$ cat src/rtl/shift_pkg.sv
// Shared definitions for the shifter family: mode encodings and FSM state
// encoding. Intended to be imported by both the sequential left shifter and
// the combinational right shifter.
package shift_pkg;

    // Shift mode encodings (2'b11 is reserved and behaves as logical)
    localparam logic [1:0] MODE_LSL = 2'b00;
    localparam logic [1:0] MODE_ASL = 2'b01;
    localparam logic [1:0] MODE_ROL = 2'b10;

    typedef enum logic [1:0] {
        ST_IDLE  = 2'd0,
        ST_SHIFT = 2'd1,
        ST_DONE  = 2'd2
    } state_t;

endpackage

$ cat src/rtl/left_shift_step.sv
// Combinational single-bit left-shift step.
// Ports:
//   value     - current working value
//   mode      - shift mode (LSL / ASL / ROL, reserved treated as LSL)
//   ovf_in    - accumulated overflow so far
//   value_nxt - value after one step
//   carry     - bit shifted out of the MSB by this step
//   ovf_nxt   - accumulated overflow after this step (only ASL accumulates)
module left_shift_step
    import shift_pkg::*;
#(
    parameter int WIDTH = 8
) (
    input  logic [WIDTH-1:0] value,
    input  logic [1:0]       mode,
    input  logic             ovf_in,
    output logic [WIDTH-1:0] value_nxt,
    output logic             carry,
    output logic             ovf_nxt
);

    always_comb begin
        value_nxt = {value[WIDTH-2:0], 1'b0};
        carry     = value[WIDTH-1];
        ovf_nxt   = ovf_in;
        case (mode)
            MODE_ROL: value_nxt = {value[WIDTH-2:0], value[WIDTH-1]};
            // Sign changes on this step when the two top bits differ.
            MODE_ASL: ovf_nxt = ovf_in | (value[WIDTH-1] ^ value[WIDTH-2]);
            default:  ;
        endcase
    end

endmodule

$ cat src/rtl/seq_left_shifter.sv
// Multi-cycle left shifter: one bit position per clock, logical, arithmetic
// (with overflow detection) and rotate modes.
// Ports:
//   clk, rst              - clock, synchronous active-high reset
//   in_valid / in_ready   - operand handshake (ready only while idle)
//   data_in, shift, mode  - operand, shift amount, mode
//   out_valid / out_ready - result handshake with backpressure
//   data_out, carry_out, overflow - result; held between operations,
//                           qualified only by out_valid
module seq_left_shifter
    import shift_pkg::*;
#(
    parameter int WIDTH = 8,
    parameter int SHW   = $clog2(WIDTH)
) (
    input  logic             clk,
    input  logic             rst,
    input  logic             in_valid,
    output logic             in_ready,
    input  logic [WIDTH-1:0] data_in,
    input  logic [SHW-1:0]   shift,
    input  logic [1:0]       mode,
    output logic             out_valid,
    input  logic             out_ready,
    output logic [WIDTH-1:0] data_out,
    output logic             carry_out,
    output logic             overflow
);

    state_t           state, state_nxt;
    logic [WIDTH-1:0] work;
    logic [1:0]       work_mode;
    logic             work_ovf;
    logic [SHW-1:0]   cnt;

    logic [WIDTH-1:0] step_value;
    logic             step_carry;
    logic             step_ovf;

    wire last_step = (cnt == SHW'(1));

    left_shift_step #(.WIDTH(WIDTH)) u_step (
        .value     (work),
        .mode      (work_mode),
        .ovf_in    (work_ovf),
        .value_nxt (step_value),
        .carry     (step_carry),
        .ovf_nxt   (step_ovf)
    );

    always_ff @(posedge clk) begin
        if (rst) state <= ST_IDLE;
        else     state <= state_nxt;
    end

    always_comb begin
        state_nxt = state;
        in_ready  = 1'b0;
        out_valid = 1'b0;
        case (state)
            ST_IDLE: begin
                in_ready = 1'b1;
                if (in_valid)
                    state_nxt = (shift == '0) ? ST_DONE : ST_SHIFT;
            end
            ST_SHIFT: begin
                if (last_step) state_nxt = ST_DONE;
            end
            ST_DONE: begin
                out_valid = 1'b1;
                if (out_ready) state_nxt = ST_IDLE;
            end
            default: state_nxt = ST_IDLE;
        endcase
    end

    // The working register is separate from the result registers so that
    // data_out keeps the previous result while a new operand is shifting.
    always_ff @(posedge clk) begin
        if (rst) begin
            work      <= '0;
            work_mode <= MODE_LSL;
            work_ovf  <= 1'b0;
            cnt       <= '0;
            data_out  <= '0;
            carry_out <= 1'b0;
            overflow  <= 1'b0;
        end else begin
            case (state)
                ST_IDLE: begin
                    if (in_valid) begin
                        work      <= data_in;
                        work_mode <= mode;
                        work_ovf  <= 1'b0;
                        cnt       <= shift;
                        // Zero shift skips SHIFT entirely; publish the operand now.
                        if (shift == '0) begin
                            data_out  <= data_in;
                            carry_out <= 1'b0;
                            overflow  <= 1'b0;
                        end
                    end
                end
                ST_SHIFT: begin
                    work     <= step_value;
                    work_ovf <= step_ovf;
                    cnt      <= cnt - SHW'(1);
                    if (last_step) begin
                        data_out  <= step_value;
                        carry_out <= step_carry;
                        overflow  <= step_ovf;
                    end
                end
                default: ;
            endcase
        end
    end

endmodule

$ cat config.mk
export PLATFORM = sky130hd
export DESIGN_NAME = seq_left_shifter
export DESIGN_NICKNAME = d
export VERILOG_FILES = /design/src/rtl/shift_pkg.sv /design/src/rtl/left_shift_step.sv /design/src/rtl/seq_left_shifter.sv
export SDC_FILE = /design/constraint.sdc
export NUM_CORES = 1
export LEC_CHECK = 0
export BUFFER_PORTS_ARGS = -buffer_cell sky130_fd_sc_hd__buf_2
export CELL_PAD_IN_SITES_DETAIL_PLACEMENT = 1
export CELL_PAD_IN_SITES_GLOBAL_PLACEMENT = 1
export CORE_MARGIN = 1
export CORE_UTILIZATION = 36
export CTS_CLUSTER_SIZE = 12
export DETAILED_ROUTE_END_ITERATION = 8
export PLACE_DENSITY_LB_ADDON = 0.08
export SETUP_SLACK_MARGIN = 0.05
export SYNTH_ARGS = -nofsm -noshare
export SYNTH_HDL_FRONTEND = slang
export SYNTH_HIERARCHICAL = 1
export SYNTH_SLANG_ARGS = --single-unit
$ cat constraint.sdc
create_clock -name clk -period 1.4 [get_ports clk]
set_input_delay 0.07 -clock clk [delete_from_list [all_inputs] [get_ports clk]]
set_output_delay 0.07 -clock clk [all_outputs]
set_load 0.01 [all_outputs]
### After elaboration in Yosys (flattened, before gate mapping)

Index checks and enable logic that the tools add are counted.

| storage, ports and cells | value |
|---|---|
| flip-flop bits (word level) | 26 |
| input bits | 17 |

| operators by class | value |
|---|---|
| add/subtract/negate cells | 1 |
| equality and inequality tests | 9 |
| multiplexer cells | 25 |
| bitwise gates (word level) | 2 |
| reductions and logical operators | 7 |

Operators with widths:

| cell | count |
|---|---|
| two-way mux 8 bit | 4 |
| one-hot mux 8 bit (2 select lines) | 2 |
| two-way mux 1 bit | 9 |
| two-way mux 2 bit | 4 |
| != test 2 bit (second input constant) | 4 |
| one-hot mux 1 bit (2 select lines) | 3 |
| one-hot mux 2 bit (3 select lines) | 1 |
| one-hot mux 3 bit (2 select lines) | 1 |
| equality test 2 x 1 -> 1 bit (second input constant) | 2 |
| equality test 2 bit (second input constant) | 2 |
| AND reduction 2 bit | 2 |
| AND reduction 4 bit | 1 |
| equality test 3 x 1 -> 1 bit (second input constant) | 1 |
| logical NOT 3 bit | 1 |
| two-way mux 3 bit | 1 |
| AND reduction 3 bit | 1 |
| subtractor 3 x 1 -> 3 bit (second input constant) | 1 |
| logical NOT 2 bit | 1 |
| nonzero test 2 bit | 1 |
| OR 1 bit | 1 |
| bitwise XOR 1 bit | 1 |

### Logic depth before layout (Yosys ltp)

| depth | value |
|---|---|
| depth in word-level cells | 5 |
| gate-level depth with buffers | 6 |
| depth with buffers taken out | 5 |

### Cells and area by module

The synthesis kept the hierarchy.

Modules (own cells, without submodules):

| module | instances | cells each | area an instance (µm²) | sequential area each (µm²) |
|---|---|---|---|---|
| seq_left_shifter | 1 | 124 | 1,202.4 | 520.5 |
| left_shift_step | 1 | 13 | 88.8 | 0.0 |

### Worst setup path before layout

OpenSTA, ideal clock, no wires.

| timing path | value |
|---|---|
| path kind | reg2reg |
| start | reg cnt[0] |
| end | reg data_out[0] |
| data arrival time | 1.349 ns |
| required time | 1.262 ns |
| path slack | -0.087 ns |
| cell stages (with the launch flop) | 5 |
| cell sequence | dfxtp_1 > ha_1 > or4bb_1 > o21ai_4 > a221oi_1 |

| between the ends | value |
|---|---|
| word-level cells in the longest chain between the ends | 3 |

RTL lines:

| what | RTL line | RTL |
|---|---|---|
| start, declared | seq_left_shifter.sv:34 | `logic [SHW-1:0] cnt;` |
| start signal, assigned | seq_left_shifter.sv:95 | `cnt <= shift;` |
| start signal, assigned | seq_left_shifter.sv:107 | `cnt <= cnt - SHW'(1);` |
| equality test 3 x 1 -> 1 bit | seq_left_shifter.sv:40 | `wire last_step = (cnt == SHW'(1));` |
| != test 2 bit (no line) | n/a |  |
| AND reduction 4 bit (no line) | n/a |  |
| end signal, assigned | seq_left_shifter.sv:98 | `data_out <= data_in;` |
| end signal, assigned | seq_left_shifter.sv:109 | `data_out <= step_value;` |
| end, declared | seq_left_shifter.sv:25 | `output logic [WIDTH-1:0] data_out,` |

No other way between the ends.
A chain may end at the register's enable or synchronous reset.

### Final worst setup path

| timing path | value |
|---|---|
| start | reg cnt[1] |
| end | reg data_out[6] |

The elaborated chain is that of the path after synthesis.

==> reports/results.ini <==
[worst_hold_path]
holdCritStartpoint=shift[2]
min_path_type=in2reg

[critical_path]
endpoint_kind=register
cp_slowest_cell=or4bb_4
required_ns=1.61
rr_startpoint=cnt[1]$_SDFFE_PP0P_
worstPathArrival_ns=1.70
start_kind=register
cp_top_family=simple AND/OR/NAND/NOR gates
worstPathMaxFanout=8
path_cells=inv_2, ha_4, or4bb_4, o21ai_4, a221oi_2
slowest_delay_ns=0.50
criticalPathCategory=reg2reg
worstPathBufferInverterCount=1
cp-startpoint=cnt[1]$_SDFFE_PP0P_

[logic_synthesis]
synth_flop_cell=dfxtp_1
yosysSeqAreaShare_pct=40.3
ys_warn_count=6
synthesis.area_um2=1290
synth.avg_cell_area_um2=9.43
synth-edff-count=0
synth.most_common_cell=dfxtp_1
synth_top_cell_area_share_pct=40.3
ys_async_sr_fraction_pct=0
synth.distinct_cells=35
yosys.area.top_type=dfxtp_1
syn_nets=156
ys_ff_latch=26
synth.area.top_cells=dfxtp_1, mux2i_1, a211oi_1
netlist_instances=137
synth_common_cells=dfxtp_1, nor2_1, a211oi_1, buf_4, nand2_1

[sta]
fin_tns_setup_ns=-0.735
finClkSkew_ns=0.00696
finalSetupViolCount=10
setup_ws_ns=-0.0959
hold_ws_ns=0.0384
relSlewSlack_pct=60.3
worst_pin_slew_ns=0.595
period_minus_slack_ns=1.50
hold_violations=0
final_max_slew_viol_count=0
rsz0062_at_grt=true
fmax_ghz=0.668
fin_crit_sh_pct=107

[global_routing]
overflow=0
grt_use_met2_pct=33.5
grt_antenna_before_repair=0
met1_usage_pct=25.7
grt_pass1_wl_mm=5.36
grt_max_degree=27
grt_usage_pct=20.2
top_usage_layer=met2
grt_pass1_vias=1064
grt_util_met3_pct=4.35

[clock_tree]
clock_latency_ns=0.34
cts_buffer_depth=2
htreeDepth=1
numCtsBuffers=3
path_clk_slew_ns=0.15
clkSinkCount=26
cts_root_buf=clkbuf_4
cts_tree=built

[power]
total_leakage_power_nw=0.690
peakVddDrop_v=0.000555
p_per_area_nw_per_um2=1140
finalPower_mw=1.91

[placed_design]
gp_congestion=0.761
place_ws_ns=-0.145
dp.cells=205
io_buffer_count=28
post-dp-hpwl_mm=2.30

[route]
drtAntennaViolNets=0
vias=1113
routed_wirelength_mm=3.37
routedWlPerCell_um=15.5
via_per_inst=5.13
dr.pass1.iters=4
drt-initial-drc-count=21
route.detailed.drc=0

[job]
drv_cap=0

[floorplanning]
ios=29
initial_utilization_pct=38.1
dieWidth_um=61.9
die_area_um2=3830
std_cell_rows=21
die_y_um=61.9
coreArea_um2=3390

[outcome]
status=finished with violations
failed_checks=negative setup slack

[final_layout]
fillCellCount=390
antennaDiodeCount=0
instances_no_fill=217
multi_input_area_um2=721
regArea_um2=524
drive_gt1_share_pct=45.6
syn2layout_area_growth_pct=30.1
finalNetCount=191

## state kept, by name, summed over array words and instances (netlist names)
| signal | count |
|---|---|
| carry_out | 1 |
| cnt | 3 |
| data_out | 8 |
| overflow | 1 |
| state | 2 |
| work | 8 |
| work_mode | 2 |
| work_ovf | 1 |
## layout make-up
type,count,area share (%)
clock inverters,1,1.79
repair buffers,48,18.5
clock buffers,3,1.34
inverters,4,0.894
flip-flops and latches,26,31.2
well taps,46,3.43
multi-input cells,89,42.9
## logic make-up (layout without fill, tap and decap cells)
group / after synthesis / after routing / synth area share [%]
AO/OA/AOI/OAI: 35 / 35 / 22.4
adder cells (fa/ha/maj): 2 / 2 / 1.94
XOR/XNOR: 1 / 1 / 0.678
multiplexers: 8 / 8 / 6.20
flip-flops: 26 / 26 / 40.3
AND/OR/NAND/NOR: 43 / 43 / 17.7
buffers and inverters: 22 / 56 / 10.8
## metal layers
layer | wire length [µm] | vias up | part of all wire, %
met5 | 0 | - | 0
met4 | 45 | 0 | 1.3
li1 | - | 553 | -
met3 | 89 | 4 | 2.6
met2 | 1670 | 19 | 49
met1 | 1570 | 537 | 47
## power by group
part	leakage (nW)	internal, mW	switching (mW)
Sequential	0.214	0.811	0.0499
Clock	0.0279	0.290	0.243
Combinational	0.447	0.261	0.255
## placed cells by master, fill, tap and decap left out, drive strengths merged, types with 4 or more instances in the layout
cell    netlist  routed
buf          16      45
mux2i         8       8
a21oi         7       7
nand2        10      10
nor2         19      19
dfxtp        26      26
a221oi        8       8
a211oi       10      10
inv           4       4
## tightest hold or removal path, stage by stage
cell       delay (ns)
buf_2            0.10
a2bb2oi_2        0.05
a21oi_1          0.12
## worst paths after layout
kind                                                 end  slack (ns)  cells after the start
worst min-delay path                 cnt[2]$_SDFFE_PP0P_        0.04                      3
worst max-delay path            data_out[6]$_SDFFE_PP0P_        -0.1                      5
worst max register to register  data_out[6]$_SDFFE_PP0P_        -0.1                      5
worst min register to register     work_ovf$_SDFFE_PP0P_        0.49                      2
## what timing repair did
item	in CTS	in global routing
endpoints found under the hold margin	3	0
pin swaps	7	2
setup endpoints to repair	12	22
buffers inserted	2	3
gates resized for setup	13	8
hold buffers	3	0
## through the flow
step	utilization (%)	cell area (µm²)
after floorplan	-	1300
after global placement	43.4	1470
after detailed placement	43.4	1470
after CTS	47.8	1620
after global routing	49.6	1680
final	49.6	1680
No activity file was read; power rests on OpenSTA's default activity.
